$ cat src/rtl/pipe_link_pkg.sv
`default_nettype none
// ============================================================================
// Module      : pipe_link_pkg
// Description : Shared definitions for the inter-stage pipeline buffer.
//               Holds the stage packet typedefs whose $bits sets PKT_W at each
//               pipe_link instantiation, plus the pointer-width helper.
// Revision    : 1.0 - initial release
// ============================================================================
package pipe_link_pkg;

    // IF -> ID stage packet
    typedef struct packed {
        logic [31:0] pc;
        logic [31:0] npc;
        logic [31:0] inst;
        logic        valid;
    } IF_ID_PACKET;

    // ID -> EX stage packet
    typedef struct packed {
        logic [31:0] pc;
        logic [31:0] npc;
        logic [31:0] inst;
        logic [31:0] rs1_value;
        logic [31:0] rs2_value;
        logic [4:0]  dest_reg_idx;
        logic [4:0]  alu_func;
        logic        rd_mem;
        logic        wr_mem;
        logic        cond_branch;
        logic        uncond_branch;
        logic        halt;
        logic        illegal;
        logic        valid;
    } ID_EX_PACKET;

    // EX -> MEM stage packet
    typedef struct packed {
        logic [31:0] alu_result;
        logic [31:0] npc;
        logic [31:0] rs2_value;
        logic [4:0]  dest_reg_idx;
        logic        take_branch;
        logic        rd_mem;
        logic        wr_mem;
        logic        halt;
        logic        illegal;
        logic        valid;
    } EX_MEM_PACKET;

    // Ring pointer width: max(1, clog2(depth)) so DEPTH=1 still has a bit.
    function automatic int ptr_width(input int depth);
        return (depth > 1) ? $clog2(depth) : 1;
    endfunction

endpackage
`default_nettype wire

$ cat src/rtl/pipe_link_ring_ptr.sv
`default_nettype none
// ============================================================================
// Module      : ring_ptr
// Description : Wrapping index register for a DEPTH-entry circular buffer.
//               Wraps by explicit compare against DEPTH-1, so DEPTH need not
//               be a power of two.
// Ports       : clk  - clock
//               rst  - asynchronous active-low reset (ptr -> 0)
//               inc  - advance pointer by one (wrapping)
//               clr  - synchronous clear to 0, dominates inc
//               ptr  - current pointer value
// Revision    : 1.0 - initial release
// ============================================================================
module ring_ptr
    import pipe_link_pkg::*;
#(
    parameter  int DEPTH = 2,
    localparam int PTR_W = ptr_width(DEPTH)
) (
    input  logic             clk,
    input  logic             rst,
    input  logic             inc,
    input  logic             clr,
    output logic [PTR_W-1:0] ptr
);

    localparam logic [PTR_W-1:0] C_LAST = PTR_W'(DEPTH - 1);

    logic [PTR_W-1:0] r_ptr;

    always_ff @(posedge clk or negedge rst) begin
        if (!rst) begin
            r_ptr <= '0;
        end else if (clr) begin
            r_ptr <= '0;
        end else if (inc) begin
            r_ptr <= (r_ptr == C_LAST) ? '0 : r_ptr + 1'b1;
        end
    end

    assign ptr = r_ptr;

endmodule
`default_nettype wire

$ cat src/rtl/pipe_link.sv
`default_nettype none
// ============================================================================
// Module      : pipe_link
// Description : Elastic valid/ready buffer placed between pipeline stages.
//               DEPTH-entry circular FIFO of opaque PKT_W-bit packets with a
//               synchronous flush (branch redirect), an occupancy output and a
//               saturating back-pressure counter.
// Ports       : clk, rst (async active-low)
//               in_valid/in_ready/in_pkt     - upstream handshake
//               out_valid/out_ready/out_pkt  - downstream handshake
//               flush        - drop all held entries at the next edge
//               occupancy    - entries currently held
//               stall_cycles - saturating count of out_valid && !out_ready
// Revision    : 1.0 - initial release
// ============================================================================
module pipe_link
    import pipe_link_pkg::*;
#(
    parameter  int PKT_W = 128,
    parameter  int DEPTH = 2,
    parameter  int CNT_W = 32,
    localparam int OCC_W = $clog2(DEPTH + 1),
    localparam int PTR_W = ptr_width(DEPTH)
) (
    input  logic             clk,
    input  logic             rst,
    input  logic             in_valid,
    output logic             in_ready,
    input  logic [PKT_W-1:0] in_pkt,
    output logic             out_valid,
    input  logic             out_ready,
    output logic [PKT_W-1:0] out_pkt,
    input  logic             flush,
    output logic [OCC_W-1:0] occupancy,
    output logic [CNT_W-1:0] stall_cycles
);

    if (DEPTH < 1) begin : g_bad_depth
        $error("pipe_link: DEPTH must be >= 1");
    end

    localparam logic [OCC_W-1:0] C_FULL      = OCC_W'(DEPTH);
    localparam logic [CNT_W-1:0] C_STALL_MAX = '1;

    logic [PKT_W-1:0] r_mem [DEPTH];
    logic [OCC_W-1:0] r_count;
    logic [CNT_W-1:0] r_stall;
    logic [PTR_W-1:0] w_rd_ptr;
    logic [PTR_W-1:0] w_wr_ptr;
    logic             w_in_ready;
    logic             w_out_valid;
    logic             w_push;
    logic             w_pop;

    // Ready depends only on registered count and flush, so a pop on a full
    // buffer cannot open the input in the same cycle (no ready->ready path).
    assign w_in_ready  = (r_count != C_FULL) && !flush;
    assign w_out_valid = (r_count != '0) && !flush;
    assign w_push      = in_valid && w_in_ready;
    assign w_pop       = w_out_valid && out_ready;

    ring_ptr #(.DEPTH(DEPTH)) u_rd_ptr (
        .clk (clk),
        .rst (rst),
        .inc (w_pop),
        .clr (flush),
        .ptr (w_rd_ptr)
    );

    ring_ptr #(.DEPTH(DEPTH)) u_wr_ptr (
        .clk (clk),
        .rst (rst),
        .inc (w_push),
        .clr (flush),
        .ptr (w_wr_ptr)
    );

    // Packet storage is deliberately not reset; out_pkt masks stale data.
    always_ff @(posedge clk) begin
        if (w_push) begin
            r_mem[w_wr_ptr] <= in_pkt;
        end
    end

    always_ff @(posedge clk or negedge rst) begin
        if (!rst) begin
            r_count <= '0;
        end else if (flush) begin
            r_count <= '0;
        end else if (w_push && !w_pop) begin
            r_count <= r_count + 1'b1;
        end else if (!w_push && w_pop) begin
            r_count <= r_count - 1'b1;
        end
    end

    // Survives flush; only reset clears it.
    always_ff @(posedge clk or negedge rst) begin
        if (!rst) begin
            r_stall <= '0;
        end else if (w_out_valid && !out_ready && (r_stall != C_STALL_MAX)) begin
            r_stall <= r_stall + 1'b1;
        end
    end

    assign in_ready     = w_in_ready;
    assign out_valid    = w_out_valid;
    assign out_pkt      = w_out_valid ? r_mem[w_rd_ptr] : '0;
    assign occupancy    = r_count;
    assign stall_cycles = r_stall;

endmodule
`default_nettype wire
$ cat config.mk
export PLATFORM = sky130hd
export DESIGN_NAME = pipe_link
export DESIGN_NICKNAME = d
export VERILOG_FILES = /design/src/rtl/pipe_link_pkg.sv /design/src/rtl/pipe_link_ring_ptr.sv /design/src/rtl/pipe_link.sv
export SDC_FILE = /design/constraint.sdc
export NUM_CORES = 1
export LEC_CHECK = 0
export ABC_AREA = 0
export CAP_MARGIN = 40
export CORE_AREA = 8 8 155 171
export DETAILED_ROUTE_END_ITERATION = 10
export DIE_AREA = 0 0 163 179
export PLACE_DENSITY = 0.83
export SLEW_MARGIN = 20
export SYNTH_ARGS = -nofsm -noshare
export SYNTH_HDL_FRONTEND = slang
export SYNTH_SLANG_ARGS = --single-unit
export TNS_END_PERCENT = 1
$ cat constraint.sdc
create_clock -name clk -period 9 [get_ports clk]
set_clock_uncertainty 0.15 [all_clocks]
set_input_delay 2.7 -clock clk [delete_from_list [all_inputs] [get_ports clk]]
set_output_delay 2.7 -clock clk [all_outputs]
set_load 0.02 [all_outputs]
* Word level (Yosys, flattened, before mapping)
Memory sizes are Yosys's and may differ from the RTL's.
Index checks and enable logic that the tools add are counted.
** Operators by class
- Divide/modulo/power cells :: 0
- Bitwise operators :: 0
- Reduce and logical (&&, ||, !) cells :: 16
- Magnitude comparators :: 0
- Equal/unequal tests :: 2
- Multipliers :: 0
- Shift operators :: 0
- Add/sub/neg operators :: 5
- Muxes and demuxes :: 12
** Operators with widths (number)
- two-way mux 128 bit :: 1
- adder 32 x 1 -> 32 bit, second input constant :: 1
- inequality test 32 bit, second input constant :: 1
- logical AND 1 bit :: 8
- two-way mux 1 bit :: 8
- two-way mux 2 bit :: 3
- nonzero test 2 bit :: 3
- logical NOT 1 bit :: 4
- nonzero test 3 bit :: 1
- adder 1 bit, second input constant :: 2
- adder 2 x 1 -> 2 bit, second input constant :: 1
- inequality test 2 bit, second input constant :: 1
- subtractor 2 x 1 -> 2 bit, second input constant :: 1
** Word-level totals
- Latch bits :: 0
- Flip-flop bits (word level) :: 36
- Memories kept :: 1
- Word-level logic and storage cells :: 40
- Memory bits (read-only) :: 0
- RAM bits :: 256
** Memories
- r_mem :: words 2, bits a word 128, read ports 1, clocked after memory_dff 0, wr ports 1, line pipe_link.sv:45 : logic [PKT_W-1:0] r_mem [DEPTH];

* Logic depth before layout (Yosys ltp)
- Word-level depth :: 8
- Depth in mapped cells :: 7

* Modules after synthesis
From an unflattened synthesis, not the netlist that was laid out.
** Unflattened totals
- Cells, all modules :: 717
- Area, all modules :: 11375.9 um^2
** By module, submodules not included
- pipe_link :: instances 1, area each 11300.8 um^2, seq. area each 8538.2 um^2, cells each 711
- ring_ptr :: instances 2, area each 37.5 um^2, seq. area each 25.0 um^2, cells each 3

* Worst setup path before layout
No wires, ideal clock.
- Kind :: input -> register
- Start :: input port flush
- End :: memory r_mem[0][0], enable pin
- Arrival :: 8.481 ns
- Path buffers :: 0
- Stages :: 3
- Setup time :: 0.617 ns
- Setup slack :: -0.247 ns
- Cells stage by stage :: nor2_1 nand2_1 nor2_1
** On the way
- Word-level cells in the longest chain between the ends :: 5
** Ends and longest elaborated chain
- start, declared :: line pipe_link.sv:33 : input logic flush,
- logical NOT 1 bit :: line pipe_link.sv:57 : assign w_in_ready = (r_count != C_FULL) && !flush;
- logical AND 1 bit :: line pipe_link.sv:57
- logical AND 1 bit :: line pipe_link.sv:59 : assign w_push = in_valid && w_in_ready;
- two-way mux 1 bit :: line pipe_link.sv:80 : if (w_push) begin
- two-way mux 1 bit (not written as such) :: line pipe_link.sv:81 : r_mem[w_wr_ptr] <= in_pkt;
- end, declared :: line pipe_link.sv:45
No other way between the ends.

* Worst setup path in the final report
- Start :: input port flush
- End :: output port out_pkt[103]
** On the way
- Word-level cells in the longest chain between the ends :: 3
** Ends and longest elaborated chain
- logical NOT 1 bit :: line pipe_link.sv:58 : assign w_out_valid = (r_count != '0) && !flush;
- logical AND 1 bit :: line pipe_link.sv:58
- two-way mux 128 bit :: line pipe_link.sv:108 : assign out_pkt = w_out_valid ? r_mem[w_rd_ptr] : '0;
- end, declared :: line pipe_link.sv:32 : output logic [PKT_W-1:0] out_pkt,
No other way between the ends.

==> flow_summary.html <==
<table>
<tr><th>Metric</th><th>Value</th></tr>
<tr><th colspan="2">Worst hold path</th></tr>
<tr><td>Cells on Worst Hold Path</td><td>1</td></tr>
<tr><td>Class of the tightest hold or removal check</td><td>reg2reg</td></tr>
<tr><td>Min-Delay Startpoint</td><td>stall_cycles[27]</td></tr>
<tr><td>Endpoint, Worst Hold</td><td>stall_cycles[27]</td></tr>
<tr><th colspan="2">Clock tree</th></tr>
<tr><td>Maximum root-to-sink buffer count</td><td>3</td></tr>
<tr><td>Clock latency on the worst-skew pair</td><td>~0.53 ns</td></tr>
<tr><td>Clock tree from TritonCTS</td><td>built</td></tr>
<tr><td>CTS buffer count</td><td>29</td></tr>
<tr><td>Total of cells resized after clock tree synthesis</td><td>0</td></tr>
<tr><td>Buffers inserted by post-CTS timing repair</td><td>0</td></tr>
<tr><td>Hold-fix buffers, CTS</td><td>0</td></tr>
<tr><td>Number of H-tree levels</td><td>1</td></tr>
<tr><td>TritonCTS Sinks</td><td>292</td></tr>
<tr><td>Buffer cell driving the clock tree root</td><td>sky130_fd_sc_hd__clkbuf_16</td></tr>
<tr><td>Clock-pin slew of the registers on the worst-case setup and hold paths</td><td>0.06 ns</td></tr>
<tr><th colspan="2">Setup path</th></tr>
<tr><td>Setup slack of the most critical reg-to-reg path</td><td>approximately 6.3 ns</td></tr>
<tr><td>Launch point of the worst reg-to-reg path</td><td>occupancy[1]</td></tr>
<tr><td>R2r worst-path depth</td><td>4</td></tr>
<tr><td>Required time at the endpoint of the critical path</td><td>6.15 ns</td></tr>
<tr><td>Kind of end point of the critical path</td><td>output port</td></tr>
<tr><td>Crit Reg-Reg Endpoint</td><td>r_mem[1][99]</td></tr>
<tr><td>Startpoint class of the critical path</td><td>input pin</td></tr>
<tr><td>Data arrival, critical path</td><td>~5 ns</td></tr>
<tr><td>CP max FO</td><td>73</td></tr>
<tr><td>Crit path kind</td><td>in2out</td></tr>
<tr><th colspan="2">Power</th></tr>
<tr><td>Power, Total</td><td>about 3.1 mW</td></tr>
<tr><td>Peak ir drop on the vdd network</td><td>just under 0.2 mV</td></tr>
<tr><td>Leakage component of the power</td><td>roughly 5.3 nW</td></tr>
<tr><td>Power Density</td><td>196 nW/um^2</td></tr>
<tr><th colspan="2">Route</th></tr>
<tr><td>Wire length reported by the detailed router</td><td>28000 microns</td></tr>
<tr><td>Via Count</td><td>around 7000</td></tr>
<tr><td>Via-to-Cell Ratio</td><td>between 5 and 6</td></tr>
<tr><td>Uppermost layer routed</td><td>met4</td></tr>
<tr><td>Met2 wirelength from detailed routing</td><td>approximately 15000 microns</td></tr>
<tr><td>Length of routed met3 wiring</td><td>between 2000 and 2500 microns</td></tr>
<tr><td>Number of nets with antenna violations after detailed routing</td><td>0</td></tr>
<tr><td>Number of remaining DRC errors</td><td>0</td></tr>
<tr><td>Average wire per cell in the routed design</td><td>around 21 microns</td></tr>
<tr><td>Met1 routed wirelength after detailed routing</td><td>10000 microns</td></tr>
<tr><td>Drt pass-1 iters</td><td>4</td></tr>
<tr><td>1st-iter DRT viols</td><td>around 410</td></tr>
<tr><th colspan="2">Global route</th></tr>
<tr><td>Wire length of the first global-routing pass</td><td>approximately 41000 microns</td></tr>
<tr><td>Remaining Overflow, GRT</td><td>0</td></tr>
<tr><td>Combined global-route utilization of all metal layers</td><td>18.3%</td></tr>
<tr><td>Via count of the first global-routing pass</td><td>between 7000 and 8000</td></tr>
<tr><td>Initial antenna violation count</td><td>4</td></tr>
<tr><td>Maximum number of pins on one net before global-route repair</td><td>between 80 and 90</td></tr>
<tr><th colspan="2">Logic synthesis</th></tr>
<tr><td>Ys flop type</td><td>sky130_fd_sc_hd__edfxtp_1</td></tr>
<tr><td>Synthesis Warnings</td><td>0</td></tr>
<tr><td>Number of distinct library cells after synthesis</td><td>39</td></tr>
<tr><td>Async SR Flop Fraction</td><td>approximately an eighth</td></tr>
<tr><td>Flip-flop and latch count after synthesis</td><td>292</td></tr>
<tr><td>Sequential-to-total area share from yosys stat</td><td>approximately 76%</td></tr>
<tr><td>Most common cell in the synthesized netlist</td><td>sky130_fd_sc_hd__edfxtp_1</td></tr>
<tr><td>Post-Synthesis Mean Instance Area</td><td>around 16 sq um</td></tr>
<tr><td>Synthesized Nets</td><td>849</td></tr>
<tr><td>Count of flip-flops with a built-in enable after synthesis</td><td>~260</td></tr>
<tr><td>Netlist area before placement</td><td>around 11000 sq um</td></tr>
<tr><td>Commonest cells in the netlist</td><td>sky130_fd_sc_hd__edfxtp_1, sky130_fd_sc_hd__nor2_1, sky130_fd_sc_hd__mux2i_1</td></tr>
<tr><td>Largest cells by area after synthesis</td><td>sky130_fd_sc_hd__edfxtp_1, sky130_fd_sc_hd__mux2i_1, sky130_fd_sc_hd__dfrtp_1, sky130_fd_sc_hd__nor2_1, sky130_fd_sc_hd__xnor2_1</td></tr>
<tr><td>Synth Instances</td><td>around 700</td></tr>
<tr><td>Cell accounting for the most synthesized area</td><td>sky130_fd_sc_hd__edfxtp_1</td></tr>
<tr><td>Top-area cell type share of the netlist area</td><td>around two thirds</td></tr>
<tr><th colspan="2">Die</th></tr>
<tr><td>Initial core utilization</td><td>roughly half</td></tr>
<tr><td>Die width</td><td>163 microns</td></tr>
<tr><td>Std cell rows</td><td>59</td></tr>
<tr><td>Floorplan die height</td><td>179 microns</td></tr>
<tr><td>Die area</td><td>29200 sq um</td></tr>
<tr><td>Total I/O pin count</td><td>around 300</td></tr>
<tr><td>Standard cell core area</td><td>~23000 sq um</td></tr>
<tr><th colspan="2">Timing</th></tr>
<tr><td>Slew at the pin closest to its max-slew limit</td><td>about 0.76 ns</td></tr>
<tr><td>Max Clock Freq</td><td>0.129 GHz</td></tr>
<tr><td>Final cycle utilization of the critical path</td><td>86.1%</td></tr>
<tr><td>Unrepaired setup endpoints after global routing</td><td>false</td></tr>
<tr><td>Max-slew headroom</td><td>around 50%</td></tr>
<tr><td>Number of max-slew violations in the final report</td><td>0</td></tr>
<tr><td>Shortest clock period the worst path allows after layout</td><td>approximately 7.7 ns</td></tr>
<tr><td>Post-route setup TNS</td><td>0 ns</td></tr>
<tr><td>Final setup fails</td><td>0</td></tr>
<tr><td>Number of hold violations in the final report</td><td>0</td></tr>
<tr><th colspan="2">Run</th></tr>
<tr><td>Max Cap Viol</td><td>0</td></tr>
<tr><th colspan="2">Place</th></tr>
<tr><td>Number of buffers added on ports</td><td>about 300</td></tr>
<tr><td>Routability congestion estimate</td><td>0.806</td></tr>
<tr><td>Half-perimeter wire length after placement</td><td>about 19000 microns</td></tr>
<tr><th colspan="2">Final layout</th></tr>
<tr><td>Count of nets after finishing</td><td>1156</td></tr>
<tr><td>Post-synthesis to final-layout area growth</td><td>38.4%</td></tr>
<tr><td>Fill cell total of the finished layout</td><td>roughly 1600</td></tr>
<tr><td>Share of final-layout standard cells stronger than drive strength 1</td><td>approximately 6.5%</td></tr>
<tr><th colspan="2">Run status</th></tr>
<tr><td>Outcome</td><td>finished clean</td></tr>
</table>
cell families after synthesis:
group	after synthesis	share of synthesized area (%)
compound gates	8	0.473
xor+xnor	30	2.31
fa+ha+maj	1	0.110
buf+inv	35	1.30
flops	292	75.5
mux	132	11.7
simple gates	217	8.60
metal layers:
layer / vias to the layer above / track usage [%]
li1: 3260 / -
met3: 66 / 4.82
met4: 0 / 10.2
met1: 3411 / 19.7
met2: 261 / 32.5
met5: - / 0
worst max-delay path, cell delays in order:
cell and delay, ns:
sky130_fd_sc_hd__clkdlybuf4s50_1 0.62, sky130_fd_sc_hd__or2_4 0.49, sky130_fd_sc_hd__buf_12 0.33, sky130_fd_sc_hd__nor2_1 0.12
sky130_fd_sc_hd__clkdlybuf4s50_1 0.58
layout make-up:
class / instances / area (sq um) / area share (%)
flip-flops and latches: 292 / 8590 / 54.6
repair buffers: 308 / 3150 / 20.0
multi-input cells: 388 / 2650 / 16.8
clock buffers: 36 / 762 / 4.84
well taps: 305 / 382 / 2.43
clock inverters: 18 / 169 / 1.07
diodes: 6 / 15.0 / 0.0954
inverters: 3 / 11.3 / 0.0716
worst max-delay path by stage:
stage | slack, ns | end | start
2_1_floorplan | 1.90 | r_mem[0][0] | flush
3_3_place_gp | 1.27 | out_pkt[90] | flush
3_5_place_dp | 1.26 | out_pkt[93] | flush
4_1_cts | 1.24 | out_pkt[103] | flush
5_1_grt | 1.15 | out_pkt[15] | flush
6_report | 1.25 | out_pkt[103] | flush
metrics by stage:
step,utilization (%),cell area [sq um],std cells,setup slack [ns],hold WS [ns]
5_1_grt,67.0,15700,1354,1.15,0.368
2_1_floorplan,-,11400,715,1.90,0.387
3_3_place_gp,62.5,14700,1291,1.27,0.324
4_1_cts,66.9,15700,1349,1.24,0.344
6_report,67.0,15700,1356,1.25,0.344
3_5_place_dp,62.9,14800,1295,1.26,0.333
flip-flops by register name, summed over array words and instances (netlist names):
register      flops
u_wr_ptr.ptr      1
stall_cycles     32
occupancy         2
r_mem           256
u_rd_ptr.ptr      1
where the power goes:
part           switching (mW)  leakage, nW  internal, mW  total (mW)
Sequential             0.0320         2.83          1.54        1.57
Combinational           0.173         2.01         0.165       0.339
Clock                   0.482        0.458         0.686        1.17
layout by cell type, fill, tap and decap left out, drive strengths merged, types with 3 or more instances in the layout:
cell type and instances:
clkdlybuf4s50 296, edfxtp 256, nor2 144, mux2i 129
dfrtp 36, clkbuf 36, xnor2 24, nand2 16
nand4 16, nand3 13, clkinv 13, buf 12
and3 7, diode 6, xor2 6, nor3 5
inv 4, and2 3, bufinv 3, mux2 3
Power figures use the tool's default switching activity.
